===== config.mk =====
export PLATFORM = sky130hd
export DESIGN_NAME = bp_update_queue
export DESIGN_NICKNAME = d
export VERILOG_FILES = /design/src/rtl/bp_update_queue.sv
export SDC_FILE = /design/constraint.sdc
export NUM_CORES = 1
export LEC_CHECK = 0
export ABC_AREA = 1
export BUFFER_PORTS_ARGS = -buffer_cell sky130_fd_sc_hd__buf_2
export CAP_MARGIN = 20
export CORE_ASPECT_RATIO = 1.5
export CORE_UTILIZATION = 50
export DETAILED_ROUTE_END_ITERATION = 10
export GPL_ROUTABILITY_DRIVEN = 0
export PLACE_DENSITY = 0.78
export SLEW_MARGIN = 20
export SYNTH_ARGS = -nofsm -noshare
export SYNTH_HDL_FRONTEND = slang
export SYNTH_SLANG_ARGS = --single-unit

===== constraint.sdc =====
create_clock -name clk -period 4.2 [get_ports clk]
set_clock_uncertainty 0.05 [all_clocks]
set_input_delay 0.42 -clock clk [delete_from_list [all_inputs] [get_ports clk]]
set_output_delay 0.42 -clock clk [all_outputs]
set_load 0.02 [all_outputs]

===== src/rtl/bp_update_queue.sv =====
// Branch-resolution sink: registered fetch redirect on mispredict plus a small FIFO
// of predictor update records with redundant-update filtering and drop counting.

package bp_pkg;
    typedef enum logic [1:0] {
        CF_BRANCH = 2'd0,
        CF_JUMP   = 2'd1,
        CF_CALL   = 2'd2,
        CF_RET    = 2'd3
    } controlflow_t;

    typedef struct packed {
        logic         valid;
        logic         mispredict;
        logic [31:0]  pc;
        logic [31:0]  target;
        logic         taken;
        logic [1:0]   counter;
        controlflow_t cf;
    } branch_resolved_t;
endpackage

module bp_update_queue #(
    parameter int DEPTH = 4
) (
    input  logic                     clk,
    input  logic                     rst_n,
    input  bp_pkg::branch_resolved_t resolved_branch,
    output logic                     redirect_valid,
    output logic [31:0]              redirect_pc,
    output logic                     update_valid,
    input  logic                     update_ready,
    output logic [31:0]              update_pc,
    output logic [31:0]              update_target,
    output logic                     update_taken,
    output logic [1:0]               update_counter,
    output bp_pkg::controlflow_t     update_cf,
    output logic [7:0]               drop_count
);
    localparam int AW = $clog2(DEPTH);

    typedef struct packed {
        logic [31:0]          pc;
        logic [31:0]          target;
        logic                 taken;
        logic [1:0]           counter;
        bp_pkg::controlflow_t cf;
    } record_t;

    record_t     mem [DEPTH];
    logic [AW:0] wr_ptr_reg, wr_ptr_next;
    logic [AW:0] rd_ptr_reg, rd_ptr_next;
    logic [7:0]  drop_count_reg, drop_count_next;
    logic        redirect_valid_reg, redirect_valid_next;
    logic [31:0] redirect_pc_reg, redirect_pc_next;

    logic        fifo_empty, fifo_full;
    logic        event_valid, saturated, push_req, pop, push_accept;
    logic [1:0]  new_counter;
    record_t     push_rec;

    assign event_valid = resolved_branch.valid;

    always_comb begin
        new_counter = resolved_branch.counter;
        if (resolved_branch.taken) begin
            if (resolved_branch.counter != 2'd3)
                new_counter = resolved_branch.counter + 2'd1;
        end else begin
            if (resolved_branch.counter != 2'd0)
                new_counter = resolved_branch.counter - 2'd1;
        end
    end

    // A correctly predicted branch whose counter is already pinned in that direction adds nothing.
    assign saturated = resolved_branch.taken ? (resolved_branch.counter == 2'd3)
                                             : (resolved_branch.counter == 2'd0);
    assign push_req  = event_valid &&
                       !(!resolved_branch.mispredict && saturated && (new_counter == resolved_branch.counter));

    assign fifo_empty  = (wr_ptr_reg == rd_ptr_reg);
    assign fifo_full   = (wr_ptr_reg[AW] != rd_ptr_reg[AW]) &&
                         (wr_ptr_reg[AW-1:0] == rd_ptr_reg[AW-1:0]);
    assign pop         = !fifo_empty && update_ready;
    assign push_accept = push_req && (!fifo_full || pop);

    assign push_rec.pc      = resolved_branch.pc;
    assign push_rec.target  = resolved_branch.target;
    assign push_rec.taken   = resolved_branch.taken;
    assign push_rec.counter = new_counter;
    assign push_rec.cf      = resolved_branch.cf;

    always_comb begin
        wr_ptr_next         = wr_ptr_reg;
        rd_ptr_next         = rd_ptr_reg;
        drop_count_next     = drop_count_reg;
        redirect_valid_next = 1'b0;
        redirect_pc_next    = redirect_pc_reg;
        if (push_accept)
            wr_ptr_next = wr_ptr_reg + 1'b1;
        if (pop)
            rd_ptr_next = rd_ptr_reg + 1'b1;
        if (push_req && !push_accept && drop_count_reg != 8'hFF)
            drop_count_next = drop_count_reg + 8'd1;
        // Not-taken redirect skips the delay slot.
        if (event_valid && resolved_branch.mispredict) begin
            redirect_valid_next = 1'b1;
            redirect_pc_next    = resolved_branch.taken ? resolved_branch.target
                                                        : resolved_branch.pc + 32'd8;
        end
    end

    always_ff @(posedge clk) begin
        if (!rst_n) begin
            wr_ptr_reg         <= '0;
            rd_ptr_reg         <= '0;
            drop_count_reg     <= '0;
            redirect_valid_reg <= 1'b0;
            redirect_pc_reg    <= '0;
        end else begin
            wr_ptr_reg         <= wr_ptr_next;
            rd_ptr_reg         <= rd_ptr_next;
            drop_count_reg     <= drop_count_next;
            redirect_valid_reg <= redirect_valid_next;
            redirect_pc_reg    <= redirect_pc_next;
        end
    end

    // Storage has no reset; the pointers alone define which entries are live.
    always_ff @(posedge clk) begin
        if (push_accept)
            mem[wr_ptr_reg[AW-1:0]] <= push_rec;
    end

    record_t head_rec;
    assign head_rec = mem[rd_ptr_reg[AW-1:0]];

    assign redirect_valid = redirect_valid_reg;
    assign redirect_pc    = redirect_pc_reg;
    assign update_valid   = !fifo_empty;
    assign update_pc      = head_rec.pc;
    assign update_target  = head_rec.target;
    assign update_taken   = head_rec.taken;
    assign update_counter = head_rec.counter;
    assign update_cf      = head_rec.cf;
    assign drop_count     = drop_count_reg;
endmodule


# After elaboration in Yosys (flattened, before gate mapping)
# Memory sizes are Yosys's and may differ from the RTL's. A register that Yosys moved wholly into a read port is not among the register bits.
# Cells that the tools add are included.
op_classes:
  n_reduce_logical: 17
  muxes: 10
  addsub: 6
  eq_ne: 7
ops:
  columns: ["op", "n"]
  rows:
  - ["adder 32 x 4 -> 32 bit (second input constant)", 1]
  - ["2-to-1 mux 32 bit", 1]
  - ["2-to-1 mux 2 bit", 5]
  - ["logical AND 1 bit", 9]
  - ["adder 8 x 1 -> 8 bit (second input constant)", 1]
  - ["!= test 8 bit (second input constant)", 1]
  - ["adder 3 x 1 -> 3 bit (second input constant)", 2]
  - ["logical NOT 1 bit", 5]
  - ["equality test 2 bit", 2]
  - ["2-to-1 mux 1 bit", 4]
  - ["equality test 3 bit", 1]
  - ["adder 2 x 1 -> 2 bit (second input constant)", 1]
  - ["equality test 2 bit (second input constant)", 1]
  - ["logical NOT 2 bit", 1]
  - ["!= test 2 bit (second input constant)", 1]
  - ["nonzero test 2 bit", 1]
  - ["subtractor 2 x 1 -> 2 bit (second input constant)", 1]
  - ["logical OR 1 bit", 1]
  - ["!= test 1 bit", 1]
word_totals:
  out_inout_bits: 111
  n_memories: 1
  word_cells: 46
  regBits: 47
  ramBits: 276
mem_list:
  columns: ["name", "words", "width", "read_ports", "rd_clocked_by_memory_dff", "write_ports", "line_no", "text"]
  rows:
  - ["mem", 4, 69, 1, 1, 1, "50", "record_t mem [DEPTH];"]

# Longest topological paths before layout
# Gate-level depths: netlist of run 1.
depth:
  depth_word: 11
  depth_mapped: 10
  depth_no_buf: 10

# Worst setup path after synthesis of run 1
# Ideal clock, no wire load.
synth_timing:
  path_type: "input port to flip-flop"
  startpoint: "input port resolved_branch[4] in the netlist's numbering"
  endpoint: "memory mem[0][0] in the netlist's numbering (enable)"
  t_required_ps: 3654
  arrival_ps: 3930
  n_path_buf: 1
  cell_stages: 8
  path_slack_ps: -276
  setup_ps: 496
  cell_sequence: "buf_4 > nand2_1 > nand2_1 > nand3b_1 > nand2_2 > inv_2 > nand2_2 > nor2_1"
synth_between:
  elab_chain_cells: 8
synth_lines:
  columns: ["element", "line_no", "text"]
  rows:
  - ["start: declaration", "28", "input bp_pkg::branch_resolved_t resolved_branch,"]
  - ["2-to-1 mux 2 bit / 2-to-1 mux 1 bit (equally long branches)", "66, 76", null]
  - ["equality test 2 bit / logical AND 1 bit (equally long branches)", "79", "!(!resolved_branch.mispredict && saturated && (new_counter == resolved_branch.counter));"]
  - ["logical AND 1 bit (*)", "79", null]
  - ["logical NOT 1 bit (*)", "79", null]
  - ["logical AND 1 bit (*)", "78", "assign push_req = event_valid &&"]
  - ["logical AND 1 bit (*)", "85", "assign push_accept = push_req && (!fifo_full || pop);"]
  - ["2-to-1 mux 1 bit (*)", "131", "if (push_accept)"]
  - ["2-to-1 mux 1 bit (implied by the code) (*)", "132", "mem[wr_ptr_reg[AW-1:0]] <= push_rec;"]
  - ["end: declaration", "50", null]
# Mark *: on every way between the ends. The rest lies on a longest branch, timed or not.

==> results of run 1 <==
metal layers:
metal / routed length, um / vias up / part of all wire, % / global-route usage (%)
met4: 1310 / 0 / 3.9 / 11.2
met3: 2320 / 64 / 6.9 / 3.39
met5: 0 / - / 0 / 0
met1: 12500 / 4766 / 37 / 28.8
met2: 17200 / 406 / 52 / 43.0
li1: - / 4522 / - / -
final cells by class:
type / count / area share, %
inverters: 47 / 1.15
clock buffers: 34 / 4.92
diodes: 6 / 0.0965
well taps: 333 / 2.68
multi-input cells: 748 / 23.5
repair buffers: 198 / 6.76
clock inverters: 18 / 1.22
flip-flops and latches: 325 / 59.6
kinds of logic (layout without fill, tap and decap cells):
group | Yosys count | in the layout | share of synthesized area (%)
AND/OR/NAND/NOR | 429 | 429 | 13.4
flip-flops | 325 | 325 | 69.5
AO/OA/AOI/OAI | 296 | 296 | 12.1
buffers and inverters | 108 | 297 | 3.29
XOR/XNOR | 16 | 16 | 1.05
adder cells (fa/ha/maj) | 7 | 7 | 0.657
other | 0 | 6 | 0
per-stage QoR:
stage                     power [mW]  setup WS [ns]  std cells  hold slack [ns]
after floorplan                 4.66         -0.276       1181            0.428
after global placement          5.18           1.30       1651            0.400
after detailed placement        5.20           1.27       1651            0.409
after CTS                       7.81          0.841       1703           0.0352
after global routing            8.04          0.706       1705           0.0387
final                           7.78          0.777       1709           0.0514
layout by cell type, fill, tap and decap left out, types with 8 or more instances in the layout:
cell type / instances
sky130_fd_sc_hd__clkbuf_16: 29
sky130_fd_sc_hd__nor2_1: 208
sky130_fd_sc_hd__a21oi_1: 49
sky130_fd_sc_hd__xnor2_1: 8
sky130_fd_sc_hd__buf_4: 12
sky130_fd_sc_hd__nand2_2: 10
sky130_fd_sc_hd__dfxtp_1: 47
sky130_fd_sc_hd__nor2_2: 11
sky130_fd_sc_hd__nor2_4: 9
sky130_fd_sc_hd__nand3_1: 35
sky130_fd_sc_hd__o21ai_0: 162
sky130_fd_sc_hd__nand2_1: 143
sky130_fd_sc_hd__edfxtp_1: 276
sky130_fd_sc_hd__inv_1: 41
sky130_fd_sc_hd__o22ai_1: 69
sky130_fd_sc_hd__buf_2: 184
sky130_fd_sc_hd__xor2_1: 8
where the power goes:
| part | switching [mW] | total, mW | leakage (nW) | internal (mW) |
|---|---|---|---|---|
| sequential | 0.0685 | 3.72 | 2.93 | 3.65 |
| combinational | 1.01 | 1.42 | 2.35 | 0.401 |
| clock | 1.15 | 2.64 | 0.469 | 1.50 |
how the worst min path moves through the flow:
stage                      end  slack, ns  cells after the start
6_report             mem[3][1]       0.05                      1
3_3_place_gp   redirect_pc[28]       0.40                      2
5_1_grt             mem[2][22]       0.04                      1
3_5_place_dp   redirect_pc[16]       0.41                      2
2_1_floorplan    wr_ptr_reg[2]       0.43                      2
4_1_cts              mem[3][1]       0.04                      1
==> flow_metrics.env, run 1 <==
export IMPL_status="finished clean"
export IMPL_fillCellCount=2036
export IMPL_fin_util_pct=59.7
export IMPL_rows=72
export IMPL_io_buffer_count=184
export IMPL_synthesized_nets=1262
export IMPL_critPathLaunchType="flip-flop"
export IMPL_number_of_nets_in_the_final_layout=1429
export IMPL_fmax_mhz=292
export IMPL_rsz0062_at_grt="false"
export IMPL_max_slew_worst_pin_slew_ns=0.958
export IMPL_netlist_top_cell_by_area="sky130_fd_sc_hd__edfxtp_1"
export IMPL_worst_hold_path_type="input pin to flip-flop"
export IMPL_global_router_s_overall_resource_usage_pct=24.3
export IMPL_ctsRootBufferMaster="sky130_fd_sc_hd__clkbuf_16"
export IMPL_max_reg_flops=276
export IMPL_hold_wc_startpoint="resolved_branch[1]"
export IMPL_ys_top_cells_by_area="sky130_fd_sc_hd__edfxtp_1, sky130_fd_sc_hd__dfxtp_1, sky130_fd_sc_hd__o21ai_0"
export IMPL_arrival_ns=2.95
export IMPL_finalWirelength_um=33400
export IMPL_initial_core_util_pct=51.2
export IMPL_criticalPathCategory="flip-flop to primary output"
export IMPL_fraction_of_layout_cells_with_a_size_suffix_above_1_pct=21.2
export IMPL_critical_path_peak_fanout=84
export IMPL_critical_path_max_stage_delay_ns=0.72
export IMPL_power_static_leakage_nw=5.74
export IMPL_worstRegToRegCells=6
export IMPL_timing_setup_tns_ns=0
export IMPL_min_period_ns=3.42
export IMPL_slew_headroom_pct=36.1
export IMPL_critPathTopFamily="buffers and inverters"
export IMPL_die_h_um=202
export IMPL_synthArstFlopShare_pct=0
export IMPL_antenna_violating_nets_post_route=0
export IMPL_vias_per_cell=5.71
export IMPL_cts_sinks=325
export IMPL_register_area_sq_um=9270
export IMPL_cp_slowest_cell="sky130_fd_sc_hd__buf_4"
export IMPL_drt_iter0_drc=1024
export IMPL_drc_errors=0
export IMPL_fin_area_sq_um=15600
export IMPL_maximum_resistive_drop_on_vdd_uv=312
export IMPL_yosys_top_cells_count="sky130_fd_sc_hd__edfxtp_1, sky130_fd_sc_hd__nor2_1, sky130_fd_sc_hd__o21ai_0, sky130_fd_sc_hd__nand2_1, sky130_fd_sc_hd__o22ai_1"
export IMPL_design_die_area_sq_um=27300
export IMPL_synth_seq_cells=325
export IMPL_cts_setup_buffers=0
export IMPL_die_x_um=135
export IMPL_post_dp_hpwl_um=21300
export IMPL_antenna_found_initial=3
export IMPL_synth_seq_area_share_pct=69.5
export IMPL_io_pin_count=185
export IMPL_largest_net_degree_at_the_start_of_global_routing=86
export IMPL_yosys_warnings=0
export IMPL_post_route_period_util_pct=81.5
export IMPL_critPathRequiredTime_ns=3.73
export IMPL_wire_length_of_the_first_global_routing_pass_um=49900
export IMPL_synth_largest_type_area_fraction_pct=62.1
export IMPL_worst_path_buf_inv=2
export IMPL_worst_r2r_startpoint="wr_ptr_reg[0]"
export IMPL_path_depth=4
export IMPL_cts_repair_resize_count=0
export IMPL_clock_transition_at_the_registers_of_the_reported_paths_ns=0.07
export IMPL_critical_path_reg2reg_endpoint="mem[0][6]"
export IMPL_setup_violations_final=0
export IMPL_hold_violations=0
export IMPL_grt_overflow_total=0
export IMPL_core_area_sq_um=26000
export IMPL_cts_hold_repair_buffers=0
export IMPL_cts_tree="built"
export IMPL_multiInputGateArea_sq_um=3660
export IMPL_clock_insertion_delay_worst_skew_ns=0.55
export IMPL_cp_end_kind="primary output"
export IMPL_detailed_place_area_sq_um=14600
export IMPL_synth_to_final_area_change_pct=16.6
export IMPL_syn_area_sq_um=13300
export IMPL_timing_critical_path_to="update_pc[16]"
export IMPL_final_max_slew_violation_count=0
export IMPL_synth_edff_count=276
export IMPL_worstPathCellList="buf_4 > o21ai_0 > o22ai_1 > buf_2"
export IMPL_cts_htree_levels=1
export IMPL_power_per_cell_area_nw_per_um2=500
export IMPL_number_of_global_route_vias_before_repair=9258
export IMPL_postSynthCellCount=1181
export IMPL_vias=9758
export IMPL_drv_max_cap_violation_count=0
export IMPL_post_synth_top_count_cell="sky130_fd_sc_hd__edfxtp_1"
export IMPL_ctsLongestPathBuffers=3
export IMPL_drt_wirelength_per_cell_um=19.5
export IMPL_ff2ff_setup_slack_ns=1.77
export IMPL_ys_types=35
export IMPL_syn_area_per_cell_sq_um=11.3
export IMPL_cts_buffers_inserted=28
export IMPL_drt_pass_1_iters=5
export IMPL_synth_main_ff_cell="sky130_fd_sc_hd__edfxtp_1"
No activity file was read; power rests on OpenSTA's default activity.
==> run 2: changes to the inputs <==
==> constraint.sdc (replaced) <==
create_clock -name clk -period 3.05 [get_ports clk]
set_clock_uncertainty 0.05 [all_clocks]
set_input_delay 0.305 -clock clk [delete_from_list [all_inputs] [get_ports clk]]
set_output_delay 0.305 -clock clk [all_outputs]
set_load 0.02 [all_outputs]
==> flow_metrics.env, run 2 (same netlist as run 1, synthesis figures left out) <==
export IMPL_fin_util_pct=62.0
export IMPL_arrival_ns=2.47
export IMPL_fin_area_sq_um=16100
export IMPL_finalWirelength_um=34300
export IMPL_number_of_nets_in_the_final_layout=1478
export IMPL_io_buffer_count=184
export IMPL_largest_net_degree_at_the_start_of_global_routing=139
export IMPL_vias_per_cell=5.70
export IMPL_die_x_um=135
export IMPL_hold_wc_startpoint="resolved_branch[63]"
export IMPL_power_total_mw=11.2
export IMPL_synth_to_final_area_change_pct=21.0
export IMPL_clock_insertion_delay_worst_skew_ns=0.55
export IMPL_cp_end_kind="primary output"
export IMPL_ctsRootBufferMaster="sky130_fd_sc_hd__clkbuf_16"
export IMPL_critPathRequiredTime_ns=2.69
export IMPL_detailed_place_area_sq_um=14600
export IMPL_sw_frac_of_total_pct=27.6
export IMPL_fraction_of_layout_cells_with_a_size_suffix_above_1_pct=20.6
export IMPL_maximum_resistive_drop_on_vdd_uv=452
export IMPL_core_area_sq_um=26000
export IMPL_drt_pass_1_iters=6
export IMPL_critical_path_reg2reg_endpoint="mem[0][56]"
export IMPL_critical_path_peak_fanout=41
export IMPL_drv_max_cap_violation_count=0
export IMPL_max_reg_flops=276
export IMPL_power_per_cell_area_nw_per_um2=696
export IMPL_die_h_um=202
export IMPL_initial_core_util_pct=51.2
export IMPL_hold_violations=0
export IMPL_antenna_violating_nets_post_route=0
export IMPL_ctsLongestPathBuffers=3
export IMPL_antenna_found_initial=1
export IMPL_layout_cells_most_common_list="sky130_fd_sc_hd__edfxtp_1, sky130_fd_sc_hd__nor2_1, sky130_fd_sc_hd__buf_2, sky130_fd_sc_hd__o21ai_0, sky130_fd_sc_hd__nand2_1"
export IMPL_final_max_slew_violation_count=0
export IMPL_clockPowerShare_pct=36.3
export IMPL_post_route_period_util_pct=92.5
export IMPL_critPathLaunchType="flip-flop"
export IMPL_fin_worst_hold_slack_ns=0.0214
export IMPL_clock_transition_at_the_registers_of_the_reported_paths_ns=0.07
export IMPL_worst_hold_path_endpoint="mem[1][63]"
export IMPL_cells_on_worst_hold_path=1
export IMPL_slew_headroom_pct=55.9
export IMPL_vias=9985
export IMPL_drc_errors=0
export IMPL_cts_sinks=325
export IMPL_post_dp_hpwl_um=21300
export IMPL_net_switching_power_mw=3.10
export IMPL_grt_overflow_total=0
export IMPL_power_sequential_fraction_pct=45.5
export IMPL_rows=72
export IMPL_rsz0062_at_grt="false"
export IMPL_status="finished clean"
export IMPL_design_die_area_sq_um=27300
export IMPL_cts_htree_levels=1
export IMPL_power_frac_comb_pct=18.1
export IMPL_cts_tree="built"
export IMPL_global_router_s_overall_resource_usage_pct=24.9
export IMPL_power_internal_mw=8.13
export IMPL_drt_wirelength_per_cell_um=19.6
export IMPL_drt_iter0_drc=886
export IMPL_cts_repair_resize_count=0
export IMPL_ff2ff_setup_slack_ns=0.94
export IMPL_setup_violations_final=0
export IMPL_worst_r2r_startpoint="wr_ptr_reg[0]"
export IMPL_min_period_ns=2.82
export IMPL_fmax_mhz=354
export IMPL_wire_length_of_the_first_global_routing_pass_um=51200
export IMPL_worst_hold_path_type="input pin to flip-flop"
export IMPL_io_pin_count=185
export IMPL_worstRegToRegCells=6
export IMPL_number_of_global_route_vias_before_repair=9536
export IMPL_criticalPathCategory="flip-flop to primary output"
export IMPL_max_slew_worst_pin_slew_ns=0.662
export IMPL_most_common_cell_after_layout_fill_and_taps_aside="sky130_fd_sc_hd__edfxtp_1"
export IMPL_cts_buffers_inserted=29
export IMPL_power_static_leakage_nw=6.00
## run 2: cell count changes in the layout (fill, tap and decap cells not counted), moves of 2 or more
cell / delta
sky130_fd_sc_hd__dlygate4sd3_1: +45
sky130_fd_sc_hd__bufinv_16: +6
sky130_fd_sc_hd__diode_2: -5
sky130_fd_sc_hd__clkinv_1: +3
sky130_fd_sc_hd__buf_4: +2
sky130_fd_sc_hd__clkbuf_8: -2
## run 2: repair_timing
item	4_1_cts	5_1_grt
setup endpoints to repair	0	0
buffers inserted	0	0
hold buffers	45	0
hold endpoints to repair	179	0
## run 2: power by group through the flow
stage          registers, mW  logic (mW)  clock network, mW
2_1_floorplan           5.21        1.21                  0
3_3_place_gp            5.20        1.93                  0
3_5_place_dp            5.20        1.97                  0
4_1_cts                 5.11        2.03               4.11
5_1_grt                 5.13        2.19               4.26
6_report                5.11        2.04               4.08
## run 2: through the flow
stage	setup slack (ns)	setup TNS, ns	instances
6_report	0.229	0	1752
5_1_grt	0.114	0	1751
4_1_cts	0.209	0	1751
3_5_place_dp	0.811	0	1654
3_3_place_gp	0.845	0	1654
2_1_floorplan	-0.173	-47.76	1181
## run 2: layer usage
layer | up-vias | track usage [%] | wire length, um
met2 | 459 | 43.2 | 17500
met3 | 105 | 3.01 | 2660
li1 | 4615 | - | -
met5 | - | 0 | 0
met4 | 0 | 13.2 | 1600
met1 | 4806 | 30.0 | 12500
## run 2: area by class of cell
| class | count | area (sq um) |
|---|---|---|
| Fill cell | 1992 | 9900 |
| Sequential cell | 325 | 9270 |
| Multi-Input combinational cell | 748 | 3660 |
| Timing Repair Buffer | 246 | 1540 |
| Clock buffer | 31 | 733 |
| Tap cell | 333 | 417 |
| Clock inverter | 21 | 334 |
| Inverter | 47 | 179 |
| Antenna cell | 1 | 2.50 |
## run 2: worst max-delay path, cell delays in order (launching register included)
cell	delay, ns
sky130_fd_sc_hd__dfxtp_2	0.50
sky130_fd_sc_hd__inv_2	0.49
sky130_fd_sc_hd__buf_12	0.27
sky130_fd_sc_hd__o21ai_0	0.13
sky130_fd_sc_hd__o22ai_1	0.27
sky130_fd_sc_hd__buf_2	0.23
## run 2: how the worst max path moves through the flow
| stage | from | end | slack, ns | cells past startpoint |
|---|---|---|---|---|
| floorplan | resolved_branch[4] | mem[0][0] | -0.17 | 8 |
| global placement | resolved_branch[4] | mem[2][50] | 0.84 | 9 |
| global route | flip-flop | update_pc[11] | 0.11 | 4 |
| finish | flip-flop | update_target[17] | 0.23 | 5 |
| detailed placement | resolved_branch[4] | mem[0][1] | 0.81 | 9 |
| CTS | flip-flop | update_pc[11] | 0.21 | 4 |
